===== config.mk =====
export PLATFORM = sky130hd
export DESIGN_NAME = ppu_reg_snoop
export DESIGN_NICKNAME = d
export VERILOG_FILES = /design/src/rtl/snes_ppu_pkg.sv /design/src/rtl/sync_edge.sv /design/src/rtl/ppu_reg_snoop.sv
export SDC_FILE = /design/constraint.sdc
export NUM_CORES = 1
export LEC_CHECK = 0
export CORE_MARGIN = 4
export CORE_UTILIZATION = 57
export CTS_BUF_LIST = sky130_fd_sc_hd__clkbuf_16
export DETAILED_ROUTE_END_ITERATION = 7
export GPL_TIMING_DRIVEN = 0
export HOLD_SLACK_MARGIN = 0.12
export MAX_ROUTING_LAYER = met4
export PLACE_DENSITY = 0.88
export SLEW_MARGIN = 20
export SYNTH_ARGS = -nofsm -noshare
export SYNTH_HDL_FRONTEND = slang
export SYNTH_SLANG_ARGS = --single-unit

===== constraint.sdc =====
create_clock -name CLK_i -period 4.7 [get_ports CLK_i]
set_input_delay 1.175 -clock CLK_i [delete_from_list [all_inputs] [get_ports CLK_i]]
set_output_delay 1.175 -clock CLK_i [all_outputs]
set_load 0.05 [all_outputs]

===== src/rtl/snes_ppu_pkg.sv =====
// Shared SNES PPU definitions: B-bus register addresses, snooper FSM states and
// the shadow/frame register layouts used by ppu_reg_snoop.
package snes_ppu_pkg;

  localparam logic [7:0] PPU_INIDISP = 8'h00;
  localparam logic [7:0] PPU_BGMODE  = 8'h05;
  localparam logic [7:0] PPU_M7SEL   = 8'h1A;
  localparam logic [7:0] PPU_SETINI  = 8'h33;

  localparam logic [3:0] BRIGHT_RST = 4'hF;

  typedef enum logic [1:0] {
    ST_IDLE   = 2'd0,
    ST_LOW    = 2'd1,
    ST_COMMIT = 2'd2
  } ppu_state_e;

  typedef struct packed {
    logic [7:0] addr;
    logic [7:0] data;
  } bbus_t;

  typedef struct packed {
    logic [3:0] bright;
    logic       blank;
    logic [2:0] bgmode;
    logic [1:0] m7sel;
    logic       mode7_over;
    logic       interlace;
    logic       overscan;
  } shadow_t;

  typedef struct packed {
    logic [3:0] bright;
    logic       blank;
    logic       mode7_over;
    logic       overscan;
  } frame_t;

  localparam shadow_t SHADOW_RST = '{BRIGHT_RST, 1'b0, 3'd0, 2'd0, 1'b0, 1'b0, 1'b0};
  localparam frame_t  FRAME_RST  = '{BRIGHT_RST, 1'b0, 1'b0, 1'b0};

  // Mode 7 fills the screen and the outside area is transparent: the OSD must go over it.
  function automatic logic mode7_over(input logic [2:0] bgmode, input logic [1:0] m7sel);
    return (bgmode == 3'd7) && m7sel[1] && !m7sel[0];
  endfunction

  function automatic frame_t frame_of(input shadow_t s);
    frame_t f;
    f.bright     = s.bright;
    f.blank      = s.blank;
    f.mode7_over = s.mode7_over;
    f.overscan   = s.overscan;
    return f;
  endfunction

endpackage


===== src/rtl/sync_edge.sv =====
// Three-flop synchronizer for one asynchronous level, with registered-history
// rise/fall detection between the second and third stages.
module sync_edge #(
  parameter logic RST_VAL = 1'b0
) (
  input  logic clk,
  input  logic rst_n,
  input  logic async_i,
  output logic lvl_o,
  output logic rise_o,
  output logic fall_o
);

  logic [2:0] sync_q, sync_d;

  always_comb sync_d = {sync_q[1:0], async_i};

  // NOTE: non-blocking assignments so each stage takes its neighbour's pre-edge value.
  always_ff @(posedge clk) begin
    if (!rst_n) sync_q <= {3{RST_VAL}};
    else        sync_q <= sync_d;
  end

  assign lvl_o  = sync_q[1];
  assign rise_o =  sync_q[1] & ~sync_q[2];
  assign fall_o = ~sync_q[1] &  sync_q[2];

endmodule


===== src/rtl/ppu_reg_snoop.sv =====
// Passive SNES PPU B-bus snooper: filters /PAWR glitches, decodes INIDISP, BGMODE,
// M7SEL and SETINI into live and VBLANK-latched settings for the RGB/OSD stage.
module ppu_reg_snoop
  import snes_ppu_pkg::*;
#(
  parameter int MIN_LOW = 3,
  parameter int CNT_W   = 16
) (
  input  logic             CLK_i,
  input  logic             NRST_i,
  input  logic             PAWR_i,
  input  logic [7:0]       PADDRESS_i,
  input  logic [7:0]       DATA_i,
  input  logic             VBLANK_i,
  output logic [3:0]       brightness_o,
  output logic             blank_o,
  output logic             mode7_over_o,
  output logic             interlace_o,
  output logic             overscan_o,
  output logic [3:0]       f_brightness_o,
  output logic             f_blank_o,
  output logic             f_mode7_over_o,
  output logic             f_overscan_o,
  output logic             wr_stb_o,
  output logic [CNT_W-1:0] wr_cnt_o,
  output logic [CNT_W-1:0] glitch_cnt_o
);

  localparam int              LC_W      = $clog2(MIN_LOW + 1);
  localparam logic [LC_W-1:0] MIN_LOW_C = LC_W'(MIN_LOW);

  logic pawr_lvl, pawr_rise, pawr_fall;
  logic vb_lvl, vb_rise, vb_fall;

  sync_edge #(.RST_VAL(1'b1)) u_pawr_sync (
    .clk    (CLK_i),
    .rst_n  (NRST_i),
    .async_i(PAWR_i),
    .lvl_o  (pawr_lvl),
    .rise_o (pawr_rise),
    .fall_o (pawr_fall)
  );

  sync_edge #(.RST_VAL(1'b0)) u_vblank_sync (
    .clk    (CLK_i),
    .rst_n  (NRST_i),
    .async_i(VBLANK_i),
    .lvl_o  (vb_lvl),
    .rise_o (vb_rise),
    .fall_o (vb_fall)
  );

  ppu_state_e       state_q, state_d;
  logic [LC_W-1:0]  lowcnt_q, lowcnt_d;
  logic [1:0]       arm_q, arm_d;
  bbus_t [2:0]      bus_q, bus_d;
  bbus_t            cap_q, cap_d;
  shadow_t          shadow_q, shadow_d;
  frame_t           frame_q, frame_d;
  logic             wr_stb_q, wr_stb_d;
  logic [CNT_W-1:0] wr_cnt_q, wr_cnt_d;
  logic [CNT_W-1:0] glitch_cnt_q, glitch_cnt_d;

  logic armed, start_low, do_capture, do_glitch, do_commit;
  logic unused_ok;

  // The PAWR chain leaves reset all-ones; until real samples reach stage 3 a low
  // strobe would look like a fall, so a strobe already low at release is ignored.
  assign armed = (arm_q == 2'd3);

  always_ff @(posedge CLK_i) begin
    if (!NRST_i) state_q <= ST_IDLE;
    else         state_q <= state_d;
  end

  always_comb begin
    // NOTE: default assignment first, so no path through the block leaves state_d unassigned (no latch).
    state_d = state_q;
    case (state_q)
      ST_IDLE:   if (pawr_fall && armed) state_d = ST_LOW;
      ST_LOW:    if (pawr_rise) state_d = (lowcnt_q >= MIN_LOW_C) ? ST_COMMIT : ST_IDLE;
      ST_COMMIT: state_d = ST_IDLE;
      default:   state_d = ST_IDLE;
    endcase
  end

  always_comb begin
    start_low  = 1'b0;
    do_capture = 1'b0;
    do_glitch  = 1'b0;
    do_commit  = 1'b0;
    case (state_q)
      ST_IDLE:   start_low = pawr_fall && armed;
      ST_LOW: begin
        do_capture = pawr_rise && (lowcnt_q >= MIN_LOW_C);
        do_glitch  = pawr_rise && (lowcnt_q <  MIN_LOW_C);
      end
      ST_COMMIT: do_commit = 1'b1;
      default:   ;
    endcase
  end

  always_comb begin
    arm_d    = armed ? arm_q : arm_q + 2'd1;
    bus_d    = {bus_q[1:0], bbus_t'({PADDRESS_i, DATA_i})};
    cap_d    = do_capture ? bus_q[2] : cap_q;
    wr_stb_d = do_commit;

    lowcnt_d = lowcnt_q;
    if (start_low) begin
      lowcnt_d = LC_W'(1);
    end else if (state_q == ST_LOW && !pawr_lvl && lowcnt_q < MIN_LOW_C) begin
      lowcnt_d = lowcnt_q + LC_W'(1);
    end

    shadow_d = shadow_q;
    if (do_commit) begin
      case (cap_q.addr)
        PPU_INIDISP: begin
          shadow_d.bright = cap_q.data[3:0];
          shadow_d.blank  = cap_q.data[7];
        end
        PPU_BGMODE:  shadow_d.bgmode = cap_q.data[2:0];
        PPU_M7SEL:   shadow_d.m7sel  = cap_q.data[7:6];
        PPU_SETINI: begin
          shadow_d.interlace = cap_q.data[0];
          shadow_d.overscan  = cap_q.data[2];
        end
        default: ;
      endcase
      shadow_d.mode7_over = mode7_over(shadow_d.bgmode, shadow_d.m7sel);
    end

    // Snapshot the pre-edge live value: a commit on this same edge waits a frame.
    frame_d = vb_rise ? frame_of(shadow_q) : frame_q;

    wr_cnt_d = do_commit ? wr_cnt_q + CNT_W'(1) : wr_cnt_q;

    glitch_cnt_d = glitch_cnt_q;
    if (do_glitch && glitch_cnt_q != '1) glitch_cnt_d = glitch_cnt_q + CNT_W'(1);
  end

  always_ff @(posedge CLK_i) begin
    if (!NRST_i) begin
      arm_q        <= 2'd0;
      lowcnt_q     <= '0;
      bus_q        <= '0;
      cap_q        <= '0;
      shadow_q     <= SHADOW_RST;
      frame_q      <= FRAME_RST;
      wr_stb_q     <= 1'b0;
      wr_cnt_q     <= '0;
      glitch_cnt_q <= '0;
    end else begin
      arm_q        <= arm_d;
      lowcnt_q     <= lowcnt_d;
      bus_q        <= bus_d;
      cap_q        <= cap_d;
      shadow_q     <= shadow_d;
      frame_q      <= frame_d;
      wr_stb_q     <= wr_stb_d;
      wr_cnt_q     <= wr_cnt_d;
      glitch_cnt_q <= glitch_cnt_d;
    end
  end

  assign unused_ok = ^{vb_lvl, vb_fall, cap_q.data[5:4]};

  assign brightness_o   = shadow_q.bright;
  assign blank_o        = shadow_q.blank;
  assign mode7_over_o   = shadow_q.mode7_over;
  assign interlace_o    = shadow_q.interlace;
  assign overscan_o     = shadow_q.overscan;
  assign f_brightness_o = frame_q.bright;
  assign f_blank_o      = frame_q.blank;
  assign f_mode7_over_o = frame_q.mode7_over;
  assign f_overscan_o   = frame_q.overscan;
  assign wr_stb_o       = wr_stb_q;
  assign wr_cnt_o       = wr_cnt_q;
  assign glitch_cnt_o   = glitch_cnt_q;

endmodule


==> metrics.md <==
| Metric | Value |
|---|---|
| Worst slew pin tran | around 0.63 ns |
| Setup violators final | 0 |
| Clock-pin slew on the worst setup and hold paths | ~0.05 ns |
| Die Area | between 9000 and 10000 sq um |
| Simple-gate share of the synthesized area | roughly 26% |
| Worst skew pair latency | 0.41 ns |
| Syn Area/Cell | roughly 10 sq um |
| Row cnt | 32 |
| CTS Root Buffer Type | clkbuf_16 |
| Main combinational cell family by area after synthesis | simple AND/OR/NAND/NOR gates |
| Fin area | roughly 5800 sq um |
| Period minus WS final | between 2 and 3 ns |
| Post-synthesis mux area share | a little under 7% |
| Worst R2R Start | glitch_cnt_o[0] |
| Hold slack final | 0.409 ns |
| Post-Synth Adder-Cell Area | under 10% |
| Grt ovf | 0 |
| CP Data Arrival Time | between 1.5 and 2 ns |
| IO Count | between 60 and 70 |
| Layout cell share with drive strength beyond 1 | under 10% |
| Net Count, Synth | roughly 470 |
| Max Buffers Root-to-Sink | 2 |
| Static leakage | 2.31 nW |
| Critical path cell sequence | clkdlybuf4s50_1 |
| Dpl cell area | between 5000 and 6000 sq um |
| DP HPWL | 6.50 mm |
| Via density per instance | between 5 and 6 |
| Number of synthesized register bits | 121 |
| Compound-cell area share of the yosys netlist | under 10% |
| Ys flop type | dfxtp_1 |
| Critical Path Source Type | flop |
| CP peak stage delay | 0.87 ns |
| Slowest CP cell | clkdlybuf4s50_1 |
| Setup TNS | 0 ns |
| Synth Area in XOR/XNOR | under 10% |
| Final wirelength | between 9 and 10 mm |
| Max Slew Vio Count | 0 |
| Yosys cell types | 41 |
| RD Place Congestion | approximately 0.88 |
| Critical Path Fanout Max | 8 |
| Initial DRC Count | 197 |
| Final hold violation count | 0 |
| Core ar. | around 7700 sq um |
| Status | completed |
| Headroom to the max-slew limit | 57.4% |
| Initial Utilization | between 50% and 60% |
| VDD IR max | roughly 0.43 mV |
| Max cap viols | 0 |
| Final Net Count | roughly 560 |
| Wirelength per Cell | 14.9 um |
| RSZ-0062 raised after global routing | false |
| First-pass GRT wire length | approximately 16 mm |
| H-tree levels | 4 |
| Area grow syn2layout | 29.7% |
| Tot GR Track Use | ~22% |
| Largest delay contributor family on the critical path | buffers and inverters |
| Min-Delay Path Class | flop to flop |
| Chip height | just under 100 um |
| Fmax | 339 MHz |
| Seq/Total Area, Yosys | between 50% and 60% |
| Hold_sp | u_pawr_sync.sync_q[0] |
| Initial antenna violation count | 0 |
| Post-layout util | approximately three quarters |
| Mapped Area | ~4500 sq um |
| Pin count of the biggest net entering global routing | 17 |
| Asr flop ratio synth | 0% |
| Port Buffers | 65 |
| Post-CTS sizing | 0 |
| Post-CTS Hold Fix Bufs | 0 |
| ANT nets after route | 0 |
| First drt pass iteration count | 5 |
| CP Data Required Time | about 3.5 ns |
| Mapped Cells | between 400 and 500 |
| Drt drc | 0 |
| Total power | 2.32 mW |
| Setup Skew | around 0.0087 ns |
| Ant diodes | 0 |
| Setup Buffers After CTS | 0 |
| TritonCTS clock tree | built |
| Number of buffers created by CTS | 17 |
| CP Launch Point | wr_cnt_o[0] |
| Synth warnings | 0 |
| P per Cell Area | between 300 and 400 nW/um^2 |
| Vias in the first global route | between 3k and 4k |
| Horiz. Die Dim | a little under 100 um |
| Vias | about 3.6k |
| Worst Setup End Kind | primary output |
| Clk sinks | 121 |
| Post-synth EDFFs | 0 |
| WP buf/inv | 1 |
| Setup Crit Path Kind | flop to primary output |
| Final Cycle Share | between 60% and 70% |
## report_power, final
group / switching (mW) / internal, mW / leakage (nW) / total (mW)
clock: 0.467 / 0.725 / 0.269 / 1.19
combinational: 0.0400 / 0.0335 / 1.06 / 0.0735
sequential: 0.00837 / 1.05 / 0.984 / 1.06
## cell usage in the layout, fill, tap and decap left out, types with 4 or more instances in the layout
cell type | netlist | layout
nor2b_1 | 4 | 4
nor3_1 | 9 | 9
o21ai_0 | 6 | 6
dfxtp_1 | 121 | 121
nand3_1 | 15 | 15
o41ai_1 | 4 | 4
a21oi_1 | 22 | 22
buf_4 | 4 | 4
nand2b_1 | 9 | 9
clkdlybuf4s50_1 | 0 | 65
clkbuf_16 | 0 | 17
or4_1 | 13 | 13
and2_1 | 46 | 46
nand4_1 | 12 | 12
and3_1 | 4 | 4
and4_1 | 4 | 4
clkbuf_1 | 13 | 13
o311ai_0 | 4 | 4
nand2_1 | 31 | 31
nand4b_1 | 4 | 4
mux2i_1 | 31 | 31
ha_1 | 4 | 4
inv_1 | 6 | 7
o31ai_1 | 11 | 11
or3_1 | 5 | 5
xor2_1 | 8 | 8
nor2_1 | 37 | 37
## metrics by stage
step	worst slack, ns	cells
finish	1.75	649
global route	1.68	649
CTS	1.75	649
detailed placement	1.72	617
global placement	1.75	617
floorplan	2.63	450
## area by class of cell
cell class,instances,area (sq um)
clock inverter,15,128
timing repair buffer,65,651
inverter,6,22.5
sequential,121,2420
fill,530,1870
multi-input combinational,301,1930
tap,102,128
buffer,22,109
clock buffer,17,425
## metal layers
layer / track usage [%] / up-vias / part of all wire, %
met3: 7.28 / 28 / 6.6
met2: 36.3 / 135 / 49
li1: - / 1765 / -
met5: - / - / 0
met1: 23.5 / 1684 / 42
met4: 9.29 / 0 / 2.1
## sequential cells by signal (all words and copies together), names as in the netlist, 4 cells and up
name / cells
bus_d: 28
wr_cnt_o: 16
shadow_q: 5
brightness_o: 4
bus_q: 14
glitch_cnt_o: 16
f_brightness_o: 4
cap_q: 14
## Yosys cell counts (all sizes together) (5+ instances only)
library cell / count / area share, %
o31ai: 11 / 1.8
buf: 9 / 1.3
or3: 5 / 0.70
nor2: 37 / 3.1
nor3: 9 / 1.0
xor2: 8 / 1.6
a21oi: 22 / 2.5
mux2i: 31 / 6.9
o21ai: 6 / 0.67
and2: 46 / 6.4
dfxtp: 121 / 54
nand2b: 9 / 1.3
clkbuf: 13 / 1.1
nand4: 13 / 2.0
nand3: 16 / 1.9
inv: 6 / 0.50
nand2: 31 / 2.6
or4: 14 / 2.4
## final timing paths
check                                             end  slack [ns]  depth (start not counted)
worst min register to register  u_pawr_sync.sync_q[1]        0.41                          1
worst min-delay path            u_pawr_sync.sync_q[1]        0.41                          1
worst max register to register        glitch_cnt_o[5]        2.57                          6
worst max-delay path                      wr_cnt_o[0]        1.75                          1
## logic make-up after synthesis
family                   after synthesis
multiplexers                          31
buffers and inverters                 28
XOR/XNOR                              11
adder cells (fa/ha/maj)                4
AO/OA/AOI/OAI                         50
AND/OR/NAND/NOR                      205
flip-flops                           121
Note: power is estimated with default switching activity, not from simulation.
